[src/rtl/sfp_vec.sv]
// -----------------------------------------------------------------------------
// sfp_vec -- vectorised special-function processor for the accelerator output
// path. It sits between the OFIFO drain and the PSUM SRAM write port.
//
// Each of `col` lanes keeps a signed partial-sum accumulator. A group of
// `acc_len` beats is summed per lane. The result goes through an optional ReLU
// and is then offered on a valid/ready handshake. While the result waits for
// the consumer, no new beats are accepted.
//
// Ports
//   clk        rising-edge clock
//   reset      synchronous, active-low reset (aborts any group, no output)
//   in_valid   data_in beat present
//   in_ready   block accepts a beat this cycle (low while a result is held)
//   data_in    col lanes of signed psum_bw-bit values, lane i at [i*psum_bw +: psum_bw]
//   acc_len    beats per group, sampled on the first beat (0 is treated as 1)
//   relu_en    clamp negative results to 0, sampled on the first beat
//   out_valid  data_out holds a finished group
//   out_ready  consumer takes data_out
//   data_out   lane results, same packing as data_in
//   busy       a group is in progress or being held
//
// Configuration
//   SFP_SAT_EN  defined: each lane's add saturates to the signed psum_bw range.
//               undefined (default): each lane's add wraps in two's complement.
// -----------------------------------------------------------------------------
module sfp_vec #(
    parameter int col     = 8,
    parameter int psum_bw = 16,
    parameter int len_bw  = 8
) (
    input  logic                     clk,
    input  logic                     reset,
    input  logic                     in_valid,
    output logic                     in_ready,
    input  logic [col*psum_bw-1:0]   data_in,
    input  logic [len_bw-1:0]        acc_len,
    input  logic                     relu_en,
    output logic                     out_valid,
    input  logic                     out_ready,
    output logic [col*psum_bw-1:0]   data_out,
    output logic                     busy
);

    typedef enum logic [1:0] {
        IDLE = 2'd0,
        ACC  = 2'd1,
        HOLD = 2'd2
    } state_t;

    typedef logic signed [psum_bw-1:0] lane_t;

    localparam lane_t lane_max = {1'b0, {(psum_bw-1){1'b1}}};
    localparam lane_t lane_min = {1'b1, {(psum_bw-1){1'b0}}};

    state_t             state;
    state_t             state_nxt;
    lane_t              psum    [col];
    lane_t              lane_in [col];
    logic [len_bw-1:0]  cnt;
    logic [len_bw-1:0]  cnt_inc;
    logic [len_bw-1:0]  len_q;
    logic [len_bw-1:0]  len_eff;
    logic               relu_q;
    logic               accept;

    // One lane add. The sum is formed one bit wider so that overflow shows up
    // as a disagreement between the top two bits.
    function automatic lane_t lane_add(input lane_t a, input lane_t b);
        logic signed [psum_bw:0] s;
        s = {a[psum_bw-1], a} + {b[psum_bw-1], b};
`ifdef SFP_SAT_EN
        if (s[psum_bw] != s[psum_bw-1]) begin
            return s[psum_bw] ? lane_min : lane_max;
        end
`endif
        return s[psum_bw-1:0];
    endfunction

    for (genvar i = 0; i < col; i++) begin : g_lane
        assign lane_in[i] = data_in[i*psum_bw +: psum_bw];
        // ReLU comes after the add, so it sees the saturated or wrapped value.
        assign data_out[i*psum_bw +: psum_bw] =
            (relu_q && psum[i][psum_bw-1]) ? '0 : psum[i];
    end

    assign in_ready  = (state != HOLD);
    assign out_valid = (state == HOLD);
    assign busy      = (state != IDLE);
    assign accept    = in_valid && in_ready;
    assign cnt_inc   = cnt + len_bw'(1);
    // A zero length would never terminate, so it becomes a one-beat group.
    assign len_eff   = (acc_len == '0) ? len_bw'(1) : acc_len;

    // NOTE: every output of a combinational block gets a default first, so no
    // path through the case leaves it unassigned and infers a latch.
    always_comb begin
        state_nxt = state;
        case (state)
            IDLE: if (accept) state_nxt = (len_eff == len_bw'(1)) ? HOLD : ACC;
            ACC:  if (accept && cnt_inc == len_q) state_nxt = HOLD;
            HOLD: if (out_ready) state_nxt = IDLE;
            default: state_nxt = IDLE;
        endcase
    end

    // NOTE: state is updated with non-blocking assignments so every register
    // samples the pre-edge values, whatever the statement order.
    always_ff @(posedge clk) begin
        if (!reset) begin
            state  <= IDLE;
            cnt    <= '0;
            len_q  <= len_bw'(1);
            relu_q <= 1'b0;
            // NOTE: the accumulators are discrete flops, not a RAM. They are
            // reset because data_out must read zero straight out of reset.
            for (int i = 0; i < col; i++) psum[i] <= '0;
        end else begin
            state <= state_nxt;
            case (state)
                IDLE: begin
                    if (accept) begin
                        for (int i = 0; i < col; i++) psum[i] <= lane_in[i];
                        cnt    <= len_bw'(1);
                        len_q  <= len_eff;
                        relu_q <= relu_en;
                    end
                end
                ACC: begin
                    // acc_len and relu_en are ignored here, so a mid-group
                    // change cannot affect the group.
                    if (accept) begin
                        for (int i = 0; i < col; i++) psum[i] <= lane_add(psum[i], lane_in[i]);
                        cnt <= cnt_inc;
                    end
                end
                HOLD: begin
                    if (out_ready) begin
                        for (int i = 0; i < col; i++) psum[i] <= '0;
                        cnt <= '0;
                    end
                end
                default: ;
            endcase
        end
    end

endmodule
[config.mk]
export PLATFORM = sky130hd
export DESIGN_NAME = sfp_vec
export DESIGN_NICKNAME = d
export VERILOG_FILES = /design/src/rtl/sfp_vec.sv
export SDC_FILE = /design/constraint.sdc
export NUM_CORES = 1
export LEC_CHECK = 0
export CAP_MARGIN = 0
export CORE_MARGIN = 2
export CORE_UTILIZATION = 39
export DETAILED_ROUTE_END_ITERATION = 8
export GPL_ROUTABILITY_DRIVEN = 1
export PLACE_DENSITY = 0.75
export SETUP_SLACK_MARGIN = 0.3
export SYNTH_ARGS = -nofsm -noshare
export SYNTH_HDL_FRONTEND = slang
export SYNTH_SLANG_ARGS = --single-unit
export TNS_END_PERCENT = 1
[constraint.sdc]
create_clock -name clk -period 3.4 [get_ports clk]
set_input_delay 0.68 -clock clk [delete_from_list [all_inputs] [get_ports clk]]
set_output_delay 0.68 -clock clk [all_outputs]
set_load 0.02 [all_outputs]
[Word level (Yosys, flattened, before mapping)]
Memory sizes are Yosys's and may differ from the RTL's.
Cells that the tools add are included.
Storage, ports and cells
  memories: 1
  output and inout bits: 131
  flip-flop bits (word level): 19
  RAM bits: 128
  input port bits: 141
  word-level logic and storage cells: 118
Memories
  psum: depth 8, bits a word 16, rd ports 8, clocked after Yosys merged registers in 0, wr ports 8, RTL line 58  | lane_t psum [col];
Operators by class
  equality and inequality tests: 9
  bitwise logic cells: 24
  reduce and logical (&&, ||, !) cells: 17
  multiplexer cells: 54
  add/sub/neg operators: 9
Operators with widths (count)
  $mux W16: 32
  $add A16 B16 Y16: 8
  $mux W8: 4
  $or A1 B1 Y1: 24
  $pmux W8 S3: 1
  $mux W1: 12
  $logic_and A1 B1 Y1: 10
  $add A8 B1 Y8 const B: 1
  $eq A8 B1 Y1 const B: 1
  $eq A8 B8 Y1: 1
  $logic_not A8 Y1: 1
  $mux W2: 4
  $ne A2 B2 Y1 const B: 4
  $pmux W2 S3: 1
  $reduce_and A4 Y1: 1
  $reduce_and A3 Y1: 1
  $reduce_bool A3 Y1: 1
  $eq A2 B1 Y1 const B: 1
  $eq A2 B2 Y1 const B: 1
  $logic_not A2 Y1: 1
  $ne A2 B1 Y1 const B: 1
  $reduce_and A2 Y1: 1
  $reduce_bool A2 Y1: 1

[Depth between registers and ports, before layout]
  depth after elaboration: 9
  mapped depth: 12
  gate-level depth less buffers: 12

[Worst setup path after synthesis]
OpenSTA, ideal clock, no wires.
  kind: register -> register
  start: reg state[0]
  end: mem psum[0][16] in the netlist's numbering (enable)
  buffers on the path: 3
  arrival time: 2.884 ns
  stages on the path, launching flop included: 11
  data required time: 2.998 ns
  path slack: 0.113 ns
  clock period less this slack: 3.287 ns
  setup time: 0.402 ns
  cells stage by stage: dfxtp_1 -> inv_1 -> ha_1 -> clkbuf_1 -> nor2b_1 -> nor2b_1 -> nand2b_1 -> buf_2 -> nor2_1 -> clkbuf_1 -> inv_1
RTL lines
  start: declaration: RTL line 56  | state_t state;
  start signal: assignment: RTL line 119  | state <= state_nxt;
  end: declaration: RTL line 58

[Final worst setup path]
  start: reg relu_q
  end: out data_out[89]
On the way
  cells in the longest elaborated chain, start to end: 2
Ends and longest elaborated chain
  start: declaration: RTL line 64  | logic relu_q;
  start signal: assignment: RTL line 126  | relu_q <= relu_en;
  $logic_and A1 B1 Y1: RTL line 84  | (relu_q && psum[i][psum_bw-1]) ? '0 : psum[i];
  $mux W16: RTL line 84
  end: declaration: RTL line 41  | output logic [col*psum_bw-1:0] data_out,
No other way between the ends.

==> metrics.txt <==
Final Slew Violations 0; initial core utilization 0.395; nets@finish 2071; DR vias/cell 5.53; Worst Setup Start Kind flop; CP endpoint kind primary output; Core ar. 31500 um^2; die area 33300 um^2; WS Path Type flop to primary output; Layout Cells excl Fill 2216; R2R Path End psum[1][36]; DR vias 12265; vias in the first global route 12111; Netlist cell types 76; multi-input logic area 8460 um^2; Power Total 13.0 mW; register-to-register setup slack 610 ps; Die Ht 182 um; Seq cells post-synth 147; peak supply drop 0.000404 V; Post-Synthesis Cells 1522; Hold EP psum[0][10]; PD cells 790 nW/um^2; Max Cap Violations 0; io pins 272; final setup violation count 0; Slowest Stage Delay on Critical Path 540 ps; Clock Skew 13.0 ps; std cell rows 65; Area Growth Syn to Fin 32.3%; crit path buf inv count 2; Starting DRT DRC Count 836; number of enable flip-flop cells after synthesis 64; CTS tree built; slew at the pin with the worst max-slew slack 1330 ps; Final Util 0.522; worst hold start psum[0][10]; Die Wd 182 um; LEAKAGE 6.71 nW; xor/xnor cell area share of the yosys netlist 0.0684; layout cells sized above 1 0.0624; Syn Area/Cell 8.16 um^2; post-synthesis mux area share 0.00896; initial antenna violation count 4; cell family with most CP delay buffers and inverters; clock-pin transition on the worst setup and hold timing paths 70 ps; CP max FO 21; WP data required 2720 ps; Net Count, Synth 1796; largest net degree at the start of global routing 49; yosys warns 0; fill count 2916; cell area after synthesis 12400 um^2; # placed instances 2180; Worst Reg-to-Reg Cells 8; min cycle time layout 3050 ps; clk sinks 147; pre-CTS WS -45.9 ps; Hold Violations, Final 0; Peak Freq 0.328 GHz; antenna viol nets, final 0; Clock Tree Root clkbuf_16; worst-path cell chain buf_4, nand2_1, and2_1, clkdlybuf4s50_1; Reg area 3580 um^2; Synth Flop Type dfxtp_1; total global routing overflow 0; DP Wirelength 29300 um; register area share after synthesis 0.288; crit path max-delay cell type clkdlybuf4s50_1; period utilization 0.898; Critical R2R Launch state[0]; Hold/Removal Path Class flop to flop; Slew HR 0.114; design area 16400 um^2; detailed-route DRC error count 0; crit path DAT 2370 ps; Total GRT Usage 0.230; asr flop ratio synth 0; first-pass GRT wire length 61800 um; H-tree level count 4; Post-Synth Adder-Cell Area 0.139; Simple-Gate Fraction of Synth Area 0.231; WL final 38800 um; largest family of logic cells by synthesized area simple AND/OR/NAND/NOR gates; routed length per instance 17.5 um; Compound-Gate Fraction of Synth Area 0.230; status complete, no violations; Cell Area, Placed 15800 um^2; Final Wtd Congestion 0.925; WHS Path Cells 2; PortBufs 271; clk_lat worst skew 420 ps; Pre-Repair DR Iteration Count 5; cts bufs inserted 17; worst setup margin 348 ps; RSZ-0062 raised after global routing true; Clock Tree Buf Depth 2
[worst min-delay path, delay by kind of cell, from the launching register on]
kind / cells / cell delay, ps
and+or+nand+nor: 1 / 60
AOI/OAI and AO/OA: 1 / 50
DFF: 1 / 320
[worst max-delay path by stage]
stage | start | endpoint | slack, ps | depth (start not counted)
after floorplan | state[0] | psum[0][16] | 320 | 10
after global placement | data_in[64] | psum[1][12] | 30 | 11
after detailed placement | data_in[86] | psum[1][30] | -50 | 10
after CTS | relu_q | data_out[110] | 320 | 4
after global routing | data_in[64] | psum[1][14] | 180 | 12
final | relu_q | data_out[89] | 350 | 4
[synth_stat cells, types with 7 or more instances]
library cell    n  area share
mux2i_1        10      0.0081
nor2b_1        30       0.015
inv_1          48       0.015
nand2b_1       16      0.0081
and3_1         12      0.0060
dfxtp_1        83        0.13
a21oi_1       156       0.063
o21ai_1        37       0.015
nand3_1        20      0.0081
a31oi_1        17      0.0086
a211oi_1       17       0.010
xnor2_1        54       0.038
clkbuf_1       52       0.016
o21ai_0        61       0.025
nand2_1       159       0.048
nor3_1         40       0.016
o221a_2         7      0.0063
a21boi_0       10      0.0060
o22ai_1        12      0.0060
fa_1            8       0.013
o21a_1         13      0.0079
edfxtp_1       64        0.15
xor2_1         43       0.030
ha_1          125        0.13
a22oi_1        11      0.0066
o211ai_1       11      0.0066
o221ai_1       13      0.0092
o21bai_1       10      0.0060
a22o_1          7      0.0049
or3_1          14      0.0070
nor2_1        110       0.033
a21o_1         26       0.016
and2_1        124       0.062
[registers in the layout, summed over array words and instances (netlist names)]
| signal | count |
|---|---|
| cnt | 8 |
| len_q | 8 |
| psum | 128 |
| relu_q | 1 |
| state | 2 |
[layout by cell type (no fill, tap or decap), types with 7 or more instances in the layout]
cell type,synthesis,final
o21a_1,13,13
o21ai_1,37,36
o21ai_0,61,61
a21oi_1,156,156
a21o_1,26,26
nand2b_1,16,16
and3_1,12,11
o221a_2,7,7
nand2_1,159,156
o221ai_1,13,13
a211oi_1,17,16
a22oi_1,11,11
a31oi_1,17,17
o21bai_1,10,10
nand3_1,20,20
a21boi_0,10,10
o22ai_1,12,12
mux2i_1,10,10
nor2b_1,30,30
inv_1,48,47
nor2_1,110,108
xor2_1,43,43
and2_1,124,124
edfxtp_1,64,64
ha_1,125,125
or3_1,14,14
clkdlybuf4s50_1,0,271
dfxtp_1,83,83
o211ai_1,11,11
xnor2_1,54,54
a22o_1,7,7
fa_1,8,8
nor3_1,40,40
clkbuf_16,0,17
buf_4,0,45
[layer usage]
metal | track usage | up-vias | routed length, um
li1 | - | 6055 | -
met1 | 0.293 | 5814 | 17300
met2 | 0.388 | 348 | 18300
met3 | 0.0455 | 46 | 2330
met4 | 0.0758 | 2 | 879
met5 | 0 | - | 11
[repair_timing]
item / in CTS / in global routing
hold buffers: 0 / 0
resized for setup: 1 / 5
setup buffers: 0 / 0
setup endpoints to repair: 9 / 87
[layout make-up]
class,count,area share
inverters,48,0.0112
diodes,4,0.000609
repair buffers,319,0.189
well taps,402,0.0306
clock inverters,14,0.00929
flip-flops and latches,147,0.218
multi-input cells,1264,0.515
clock buffers,18,0.0261
[report_power, final]
part / total [mW] / leakage, nW / internal [mW] / switching (mW)
Clock: 1.95 / 0.279 / 1.09 / 0.853
Sequential: 3.03 / 1.38 / 2.55 / 0.480
Combinational: 8.00 / 5.05 / 3.65 / 4.35
Total: 13.0 / 6.71 / 7.30 / 5.68
[per-stage QoR]
step                      TNS, ps  hold WS (ps)
final                           0           470
after global routing            0           495
after CTS                       0           471
after detailed placement     -110           463
after global placement          0           450
after floorplan                 0           438
[kinds of logic (layout without fill, tap and decap cells)]
group / count (synthesis) / in the layout
other: 0 / 4
and+or+nand+nor: 568 / 568
buffers and inverters: 111 / 399
adders and majority gates: 133 / 133
xor gates and xnor gates: 97 / 97
muxes: 11 / 11
DFF: 147 / 147
AOI/OAI and AO/OA: 455 / 455
No activity file was read; power rests on OpenSTA's default activity.
